===== src/rtl/hazard_pkg.sv =====
// Shared types and constants for the pipeline hazard/forwarding controller.
package hazard_pkg;

    localparam int unsigned MAX_DEPTH = 6;
    localparam int unsigned MAX_AW    = 8;

    function automatic int unsigned clog2(input int unsigned v);
        int unsigned r;
        r = 0;
        for (int unsigned i = 0; i < 32; i++) begin
            if ((64'd1 << i) < 64'(v)) r = i + 1;
        end
        return r;
    endfunction

    // Select width covers RF plus one code per tracked stage at the largest depth.
    localparam int unsigned FWD_W = clog2(MAX_DEPTH + 1);
    localparam logic [FWD_W-1:0] FWD_RF = '0;

    typedef struct packed {
        logic              valid;
        logic              we;
        logic [MAX_AW-1:0] wr;
        logic              is_load;
    } hz_entry_t;

endpackage


===== src/rtl/pipe_hazard_ctrl_if.sv =====
// Bundle between the pipeline datapath (master) and the hazard controller (slave).
interface pipe_hazard_ctrl_if
    import hazard_pkg::*;
#(
    parameter int unsigned REG_AW = 5,
    parameter int unsigned CNT_W  = 32
) ();

    logic              pipe_hold;
    logic              id_valid;
    logic [REG_AW-1:0] id_rs1;
    logic [REG_AW-1:0] id_rs2;
    logic              id_rs1_used;
    logic              id_rs2_used;
    logic              id_we;
    logic [REG_AW-1:0] id_wr;
    logic              id_is_load;
    logic              ex_redirect;
    logic              stall_if;
    logic              flush_id;
    logic              flush_ex;
    logic [FWD_W-1:0]  fwd_sel1;
    logic [FWD_W-1:0]  fwd_sel2;
    logic [CNT_W-1:0]  stall_cnt;
    logic [CNT_W-1:0]  flush_cnt;

    modport master (
        output pipe_hold, id_valid, id_rs1, id_rs2, id_rs1_used, id_rs2_used,
               id_we, id_wr, id_is_load, ex_redirect,
        input  stall_if, flush_id, flush_ex, fwd_sel1, fwd_sel2, stall_cnt, flush_cnt
    );

    modport slave (
        input  pipe_hold, id_valid, id_rs1, id_rs2, id_rs1_used, id_rs2_used,
               id_we, id_wr, id_is_load, ex_redirect,
        output stall_if, flush_id, flush_ex, fwd_sel1, fwd_sel2, stall_cnt, flush_cnt
    );

endinterface


===== src/rtl/hz_match.sv =====
// Per-operand scoreboard lookup: youngest producer select and load-use detection.
module hz_match
    import hazard_pkg::*;
#(
    parameter int unsigned DEPTH      = 3,
    parameter int unsigned REG_AW     = 5,
    parameter int unsigned LOAD_READY = 1,
    parameter bit          RF_BYPASS  = 1'b1
) (
    input  hz_entry_t [DEPTH-1:0] sb_i,
    input  logic [REG_AW-1:0]     rs_i,
    input  logic                  rs_used_i,
    output logic [FWD_W-1:0]      fwd_sel_o,
    output logic                  youngest_is_load_idx_o
);

    logic [MAX_AW-1:0] rs_ext;
    logic [DEPTH-1:0]  hit;

    assign rs_ext = MAX_AW'(rs_i);

    always_comb begin
        for (int k = 0; k < int'(DEPTH); k++) begin
            hit[k] = sb_i[k].valid && sb_i[k].we && (sb_i[k].wr != '0) &&
                     (sb_i[k].wr == rs_ext) && rs_used_i;
        end
    end

    // Walk oldest to youngest so the lowest matching index wins.
    always_comb begin
        fwd_sel_o              = FWD_RF;
        youngest_is_load_idx_o = 1'b0;
        for (int k = int'(DEPTH) - 1; k >= 0; k--) begin
            if (hit[k]) begin
                fwd_sel_o = (RF_BYPASS && (k == int'(DEPTH) - 1)) ? FWD_RF : FWD_W'(k + 1);
                youngest_is_load_idx_o = sb_i[k].is_load && (k < int'(LOAD_READY));
            end
        end
    end

endmodule


===== src/rtl/pipe_hazard_ctrl.sv =====
// Hazard controller: destination scoreboard, forwarding selects, load-use stall,
// redirect flush and saturating event counters.
module pipe_hazard_ctrl
    import hazard_pkg::*;
#(
    parameter int unsigned DEPTH      = 3,   // 2..MAX_DEPTH
    parameter int unsigned REG_AW     = 5,   // up to MAX_AW
    parameter int unsigned LOAD_READY = 1,
    parameter bit          RF_BYPASS  = 1'b1,
    parameter int unsigned CNT_W      = 32
) (
    input logic              cpu_clk,
    input logic              cpu_rst,
    pipe_hazard_ctrl_if.slave hz_if
);

    hz_entry_t [DEPTH-1:0] sb_q, sb_d;
    hz_entry_t             id_entry;
    logic [CNT_W-1:0]      stall_cnt_q, stall_cnt_d;
    logic [CNT_W-1:0]      flush_cnt_q, flush_cnt_d;
    logic                  lu_rs1, lu_rs2, load_use;
    logic                  stall_ev, flush_ev;

    hz_match #(
        .DEPTH      (DEPTH),
        .REG_AW     (REG_AW),
        .LOAD_READY (LOAD_READY),
        .RF_BYPASS  (RF_BYPASS)
    ) u_match_rs1 (
        .sb_i                   (sb_q),
        .rs_i                   (hz_if.id_rs1),
        .rs_used_i              (hz_if.id_rs1_used),
        .fwd_sel_o              (hz_if.fwd_sel1),
        .youngest_is_load_idx_o (lu_rs1)
    );

    hz_match #(
        .DEPTH      (DEPTH),
        .REG_AW     (REG_AW),
        .LOAD_READY (LOAD_READY),
        .RF_BYPASS  (RF_BYPASS)
    ) u_match_rs2 (
        .sb_i                   (sb_q),
        .rs_i                   (hz_if.id_rs2),
        .rs_used_i              (hz_if.id_rs2_used),
        .fwd_sel_o              (hz_if.fwd_sel2),
        .youngest_is_load_idx_o (lu_rs2)
    );

    assign load_use = lu_rs1 | lu_rs2;

    always_comb begin
        id_entry.valid   = hz_if.id_valid;
        id_entry.we      = hz_if.id_we;
        id_entry.wr      = MAX_AW'(hz_if.id_wr);
        id_entry.is_load = hz_if.id_is_load;

        hz_if.stall_if = 1'b0;
        hz_if.flush_id = 1'b0;
        hz_if.flush_ex = 1'b0;
        stall_ev       = 1'b0;
        flush_ev       = 1'b0;

        // A redirect outranks load-use: the dependent ID instruction is wrong-path.
        if (hz_if.pipe_hold) begin
            hz_if.stall_if = 1'b1;
        end else if (hz_if.ex_redirect) begin
            hz_if.flush_id = 1'b1;
            hz_if.flush_ex = 1'b1;
            flush_ev       = 1'b1;
        end else if (load_use && hz_if.id_valid) begin
            hz_if.stall_if = 1'b1;
            hz_if.flush_ex = 1'b1;
            stall_ev       = 1'b1;
        end

        sb_d        = sb_q;
        stall_cnt_d = stall_cnt_q;
        flush_cnt_d = flush_cnt_q;
        if (!hz_if.pipe_hold) begin
            for (int k = int'(DEPTH) - 1; k > 0; k--) begin
                sb_d[k] = sb_q[k-1];
            end
            sb_d[0] = (stall_ev || flush_ev) ? '0 : id_entry;
            if (stall_ev && (stall_cnt_q != '1)) stall_cnt_d = stall_cnt_q + 1'b1;
            if (flush_ev && (flush_cnt_q != '1)) flush_cnt_d = flush_cnt_q + 1'b1;
        end
    end

    always_ff @(posedge cpu_clk or negedge cpu_rst) begin
        if (!cpu_rst) begin
            sb_q        <= '0;
            stall_cnt_q <= '0;
            flush_cnt_q <= '0;
        end else begin
            sb_q        <= sb_d;
            stall_cnt_q <= stall_cnt_d;
            flush_cnt_q <= flush_cnt_d;
        end
    end

    assign hz_if.stall_cnt = stall_cnt_q;
    assign hz_if.flush_cnt = flush_cnt_q;

endmodule


===== src/flat_wrapper.sv =====
// flat-port wrapper written by rule: the top's interface ports become plain ports
module pipe_hazard_ctrl_flat import hazard_pkg::*;
#(
    parameter int unsigned DEPTH      = 3,                  
    parameter int unsigned REG_AW     = 5,                  
    parameter int unsigned LOAD_READY = 1,
    parameter bit          RF_BYPASS  = 1'b1,
    parameter int unsigned CNT_W      = 32
)
  (cpu_clk, cpu_rst, hz_if_pipe_hold, hz_if_id_valid, hz_if_id_rs1, hz_if_id_rs2, hz_if_id_rs1_used, hz_if_id_rs2_used, hz_if_id_we, hz_if_id_wr, hz_if_id_is_load, hz_if_ex_redirect, hz_if_stall_if, hz_if_flush_id, hz_if_flush_ex, hz_if_fwd_sel1, hz_if_fwd_sel2, hz_if_stall_cnt, hz_if_flush_cnt);
  pipe_hazard_ctrl_if #(.REG_AW(REG_AW), .CNT_W(CNT_W)) hz_if_i ();
  input logic cpu_clk;
  input logic cpu_rst;
  input wire logic [$bits(hz_if_i.pipe_hold)-1:0] hz_if_pipe_hold;
  input wire logic [$bits(hz_if_i.id_valid)-1:0] hz_if_id_valid;
  input wire logic [$bits(hz_if_i.id_rs1)-1:0] hz_if_id_rs1;
  input wire logic [$bits(hz_if_i.id_rs2)-1:0] hz_if_id_rs2;
  input wire logic [$bits(hz_if_i.id_rs1_used)-1:0] hz_if_id_rs1_used;
  input wire logic [$bits(hz_if_i.id_rs2_used)-1:0] hz_if_id_rs2_used;
  input wire logic [$bits(hz_if_i.id_we)-1:0] hz_if_id_we;
  input wire logic [$bits(hz_if_i.id_wr)-1:0] hz_if_id_wr;
  input wire logic [$bits(hz_if_i.id_is_load)-1:0] hz_if_id_is_load;
  input wire logic [$bits(hz_if_i.ex_redirect)-1:0] hz_if_ex_redirect;
  output wire logic [$bits(hz_if_i.stall_if)-1:0] hz_if_stall_if;
  output wire logic [$bits(hz_if_i.flush_id)-1:0] hz_if_flush_id;
  output wire logic [$bits(hz_if_i.flush_ex)-1:0] hz_if_flush_ex;
  output wire logic [$bits(hz_if_i.fwd_sel1)-1:0] hz_if_fwd_sel1;
  output wire logic [$bits(hz_if_i.fwd_sel2)-1:0] hz_if_fwd_sel2;
  output wire logic [$bits(hz_if_i.stall_cnt)-1:0] hz_if_stall_cnt;
  output wire logic [$bits(hz_if_i.flush_cnt)-1:0] hz_if_flush_cnt;
  assign hz_if_i.pipe_hold = hz_if_pipe_hold;
  assign hz_if_i.id_valid = hz_if_id_valid;
  assign hz_if_i.id_rs1 = hz_if_id_rs1;
  assign hz_if_i.id_rs2 = hz_if_id_rs2;
  assign hz_if_i.id_rs1_used = hz_if_id_rs1_used;
  assign hz_if_i.id_rs2_used = hz_if_id_rs2_used;
  assign hz_if_i.id_we = hz_if_id_we;
  assign hz_if_i.id_wr = hz_if_id_wr;
  assign hz_if_i.id_is_load = hz_if_id_is_load;
  assign hz_if_i.ex_redirect = hz_if_ex_redirect;
  assign hz_if_stall_if = hz_if_i.stall_if;
  assign hz_if_flush_id = hz_if_i.flush_id;
  assign hz_if_flush_ex = hz_if_i.flush_ex;
  assign hz_if_fwd_sel1 = hz_if_i.fwd_sel1;
  assign hz_if_fwd_sel2 = hz_if_i.fwd_sel2;
  assign hz_if_stall_cnt = hz_if_i.stall_cnt;
  assign hz_if_flush_cnt = hz_if_i.flush_cnt;
  pipe_hazard_ctrl #(.DEPTH(DEPTH), .REG_AW(REG_AW), .LOAD_READY(LOAD_READY), .RF_BYPASS(RF_BYPASS), .CNT_W(CNT_W)) u_core (.cpu_clk(cpu_clk), .cpu_rst(cpu_rst), .hz_if(hz_if_i));
endmodule

===== config.mk =====
export PLATFORM = sky130hd
export DESIGN_NAME = pipe_hazard_ctrl_flat
export DESIGN_NICKNAME = d
export VERILOG_FILES = /design/src/rtl/hazard_pkg.sv /design/src/rtl/pipe_hazard_ctrl_if.sv /design/src/rtl/hz_match.sv /design/src/rtl/pipe_hazard_ctrl.sv /design/src/flat_wrapper.sv
export SDC_FILE = /design/constraint.sdc
export NUM_CORES = 1
export LEC_CHECK = 0
export ABC_AREA = 1
export CAP_MARGIN = 20
export CORE_UTILIZATION = 34
export CTS_BUF_LIST = sky130_fd_sc_hd__clkbuf_4 sky130_fd_sc_hd__clkbuf_8
export CTS_CLUSTER_DIAMETER = 200
export DETAILED_ROUTE_END_ITERATION = 12
export PLACE_DENSITY = 0.55
export SLEW_MARGIN = 20
export SYNTH_ARGS = -nofsm -noshare
export SYNTH_HDL_FRONTEND = slang
export SYNTH_HIERARCHICAL = 1
export SYNTH_SLANG_ARGS = --single-unit

===== constraint.sdc =====
create_clock -name cpu_clk -period 4.58 [get_ports cpu_clk]
set_clock_uncertainty 0.2 [all_clocks]
set_input_delay 0.916 -clock cpu_clk [delete_from_list [all_inputs] [get_ports cpu_clk]]
set_output_delay 0.916 -clock cpu_clk [all_outputs]
set_load 0.05 [all_outputs]

After elaboration in Yosys (flattened, before gate mapping)
Cells that the tools add are included.
{ "op_classes": {"add_sub_neg": 2, "mul": 0, "div": 0, "magnitude_cmp": 0, "n_eq_ne": 6, "shift": 0, "mux": 15, "n_bitwise": 2, "n_reduce_logical": 20} }
{ "ops": {"columns": ["op", "count"], "rows": [
  ["$add A32 B1 Y32 const B", 2],
  ["$ne A32 B32 Y1 const B", 2],
  ["$eq A8 B5 Y1", 4],
  ["$reduce_bool A8 Y1", 2],
  ["$logic_and A1 B1 Y1", 15],
  ["$mux W11", 1],
  ["$mux W1", 10],
  ["$mux W2", 4],
  ["$reduce_and A2 Y1", 2],
  ["$logic_or A1 B1 Y1", 1],
  ["$not A1 Y1", 1],
  ["$or A1 B1 Y1", 1]
]} }
{ "totals": {"reg_bits": 85, "latchBits": 0, "mem_bits_rw": 0, "mem_bits_ro": 0, "inputBits": 24, "output_inout_bits": 73, "wordCells": 54, "memories": 0} }

Logic depth before layout (Yosys ltp)
Gate-level depths: netlist of run 1.
{ "logic_depth": {"depth_word": 12, "ltp_mapped": 14} }

Hierarchy
Netlist of run 1, hierarchy kept.
{ "by_module_without_submodules": {"columns": ["mod", "instances", "cells_each", "area_each_um2", "seq_area_each_um2"], "rows": [
  ["pipe_hazard_ctrl", 1, 777, 5250.0, 2202.1],
  ["hz_match", 2, 76, 299.0, 0.0]
]} }

Worst setup path before layout of run 1
No wires, ideal clock.
{ "synth_timing": {"kind": "input to output", "start": "input hz_if_id_rs2[4]", "end": "output hz_if_flush_ex", "t_arrival_ns": 2.224, "required_time_ns": 3.464, "slack_ns": 1.240, "stages": 8, "cell_sequence": "inv_1 > nand2_1 > nand2_1 > nor2_1 > nand3_1 > nor3_1 > nor2_1 > o21ai_1"} }
{ "synth_between": {"elab_chain_cells": 9} }
{ "synth_lines": {"columns": ["item", "line_no", "text"], "rows": [
  ["from (decl)", "flat_wrapper.sv:17", "input wire logic [$bits(hz_if_i.id_rs2)-1:0] hz_if_id_rs2;"],
  ["$eq A8 B5 Y1", "hz_match.sv:25", "(sb_i[k].wr == rs_ext) && rs_used_i;"],
  ["$logic_and A1 B1 Y1", "hz_match.sv:24", "hit[k] = sb_i[k].valid && sb_i[k].we && (sb_i[k].wr != '0) &&"],
  ["$logic_and A1 B1 Y1", "hz_match.sv:25", null],
  ["$mux W1", "hz_match.sv:34", "if (hit[k]) begin"],
  ["via u_core.lu_rs2", "pipe_hazard_ctrl.sv:21", "logic lu_rs1, lu_rs2, load_use;"],
  ["$or A1 B1 Y1", "pipe_hazard_ctrl.sv:50", "assign load_use = lu_rs1 | lu_rs2;"],
  ["$logic_and A1 B1 Y1", "pipe_hazard_ctrl.sv:71", "end else if (load_use && hz_if.id_valid) begin"],
  ["$mux W1", "pipe_hazard_ctrl.sv:71", null],
  ["$mux W1", "pipe_hazard_ctrl.sv:67", "end else if (hz_if.ex_redirect) begin"],
  ["$mux W1", "pipe_hazard_ctrl.sv:65", "if (hz_if.pipe_hold) begin"],
  ["to (decl)", "flat_wrapper.sv:26", "output wire logic [$bits(hz_if_i.flush_ex)-1:0] hz_if_flush_ex;"]
]} }
The timed path passes the listed nets, and every way through them passes these cells.

Final worst setup path of run 1
{ "layout_timing": {"start": "input hz_if_id_rs1[2]", "end": "output hz_if_fwd_sel1[1]"} }
{ "layout_between": {"elab_chain_cells": 5, "elab_cells_between_ends": 8, "classes_between": "eq/ne (2); mux (2); reduce/logical (4)"} }
{ "layout_lines": {"columns": ["item", "line_no", "text"], "rows": [
  ["from (decl)", "flat_wrapper.sv:16", "input wire logic [$bits(hz_if_i.id_rs1)-1:0] hz_if_id_rs1;"],
  ["$eq A8 B5 Y1", "hz_match.sv:25", null],
  ["$logic_and A1 B1 Y1", "hz_match.sv:24", null],
  ["$logic_and A1 B1 Y1", "hz_match.sv:25", null],
  ["$mux W2", "hz_match.sv:34", null],
  ["$mux W2 (*)", "hz_match.sv:34", null],
  ["to (decl)", "flat_wrapper.sv:27", "output wire logic [$bits(hz_if_i.fwd_sel1)-1:0] hz_if_fwd_sel1;"]
]} }
Every way passes the cells marked *; elsewhere a longest branch is shown, timed or not.

==> results of run 1 <==
[through the flow]
step           instance area [µm²]  setup slack (ps)  total power, µW
2_1_floorplan                 5570              1240              954
4_1_cts                       6850               671             1580
6_report                      6860               678             1550
3_5_place_dp                  6660               678             1050
5_1_grt                       6860               552             1650
3_3_place_gp                  6660               675             1050
[flip-flops by register name, indices dropped and copies added (netlist names)]
register                count
u_core/hz_if.stall_cnt     32
u_core/hz_if.flush_cnt     32
u_core/sb_q                15
[power groups by stage]
stage / logic [µW] / registers (µW) / clock network [µW]
6_report: 263 / 775 / 517
5_1_grt: 296 / 783 / 570
4_1_cts: 266 / 775 / 536
3_5_place_dp: 265 / 788 / 0
3_3_place_gp: 265 / 789 / 0
2_1_floorplan: 123 / 831 / 0
[cell usage in the layout, fill, tap and decap left out, drive strengths merged]
cell type and count:
nor2 138, nand2 437, conb 14, a21oi 2
xor2 13, nor3 2, o22ai 1, buf 4
clkinv 1, clkbuf 12, inv 101, nand4 10
clkinvlp 2, xnor2 14, nand3 47, dfrtp 79
clkdlybuf4s50 91, o21ai 23, nand3b 6, ha 2
[worst max-delay path, delay by kind of cell]
kind | cells | cell delay, ps
AND/OR/NAND/NOR | 5 | 460
buffers and inverters | 3 | 1400
[final timing paths]
path                                        startpoint                                    end  slack (ps)  cells after the start
setup / recovery                       hz_if_id_rs1[2]                      hz_if_fwd_sel1[1]         680                      8
hold / removal             u_core/sb_q[21]$_DFFE_PN0N_            u_core/sb_q[21]$_DFFE_PN0N_         330                      2
setup reg to reg            u_core/sb_q[4]$_DFFE_PN0N_  u_core/hz_if.stall_cnt[4]$_DFFE_PN0P_        1780                     13
hold reg to reg            u_core/sb_q[21]$_DFFE_PN0N_            u_core/sb_q[21]$_DFFE_PN0N_         330                      2
max in group asynchronous                      cpu_rst            u_core/sb_q[14]$_DFFE_PN0N_        3280                      1
min in group asynchronous                      cpu_rst  u_core/hz_if.stall_cnt[1]$_DFFE_PN0P_         380                      1
[metal layers]
metal	routed length (µm)	track usage, %	vias up
met5	0	0	-
met4	243	6.77	0
met3	697	3.47	19
met2	6620	30.3	119
met1	7540	26.8	2523
li1	-	-	2891
[area by class of cell]
cell class	instances	area share, %
multi-input combinational	709	45.0
sequential	79	28.8
timing repair buffer	95	14.0
inverter	100	5.51
tap	216	3.94
clock buffer	12	2.32
clock inverter	4	0.420
==> results.tsv, run 1 <==
metric	value	unit
layout cells sized above 1	4.50	%
CP Data Required Time	3460	ps
clk slew on worst S/H paths	80	ps
Die Wd	129	µm
RSZ-0062 raised after global routing	false	
Cells after Synth	894	
TNS Setup	0	ps
Starting Density	34.8	%
Routed Antenna Nets	0	
Clk pwr share	33.3	%
first-pass GRT wire length	25300	µm
Hold Crit Class	flip-flop to flip-flop	
all-layer global routing usage	19.4	%
vias per cell	4.57	
final wirelength	15100	µm
Storage cell area	1980	µm²
ANT cells	0	
Psw	499	µW
CP cell instances	clkdlybuf4s50_1 > inv_1 > nand2_1 > nand2_1 > nor2_1 > nand4_1 > nor2_1 > clkdlybuf4s50_1	
Hold WS	327	ps
per-cell routed wire length	12.4	µm
GRT overflow	0	
Avg Synthesized Cell Area	6.18	µm²
status	complete, no violations	
Max H-tree Level	3	
Worst Setup End Kind	primary output	
final cycle utilization of the critical path	85.2	%
Die ar.	16800	µm²
DR iter-0 viols	325	
Final Hold Fails	0	
PortBufs	94	
Crit-path slowest cell	clkdlybuf4s50_1	
multi-input logic area	3090	µm²
initial antenna violation count	0	
vias	5552	
Final HPWL DP	11200	µm
min Tclk post-route	3900	ps
fillers	1738	
Pint	1060	µW
# setup viols final	0	
Syn Std Cell Area	5520	µm²
crit path DAT	2790	ps
relative slew slack	50.3	%
largest net degree at the start of global routing	80	
Synth-to-Final Area Change	24.1	%
Hold-fix buffers, CTS	0	
Worst VDD drop	0.312	mV
Gate power share	16.9	%
Residual DRC	0	
total clock sinks	79	
Seq pwr share	49.8	%
CP Class	primary input to primary output	
Post-Layout Cell Count	1215	
Post-CTS Resized	0	
Core ar.	15900	µm²
Clk Tree Root Cell	clkbuf_8	
Num CTS Buffers	9	
Ports	97	
leakage dissipation	0.00320	µW
Highest Clock Rate	256	MHz
row cnt	46	
setup bufs post-CTS	0	
Ys Warns	6	
max-cap violation count	0	
CTS tree	yes	
pwr/cell area	227	nW/µm²
Die Y	129	µm
dpl cells	1199	
DR pass1 iterations	5	
vias in the first global route	5093	
fin. max-slew vios	0	
GPL Wtd Cong	0.876	
CTS max path bufs	2	
CP max FO	3	
Tightest Pin Transition	746	ps
Final Util	43.2	%
nets@finish	1020	
Critical Path Start Type	primary input	
Clock Latency Late Sink	370	ps
Net Sw Frac	32.1	%
slowest stage delay, CP	800	ps
Note: power is estimated with default switching activity, not from simulation.
==> inputs of run 2 (changes only) <==
- CTS_CLUSTER_DIAMETER: 200 -> 150
==> results of run 2 <==
The final DEF is identical to that of run 1; final timing and power are the same.
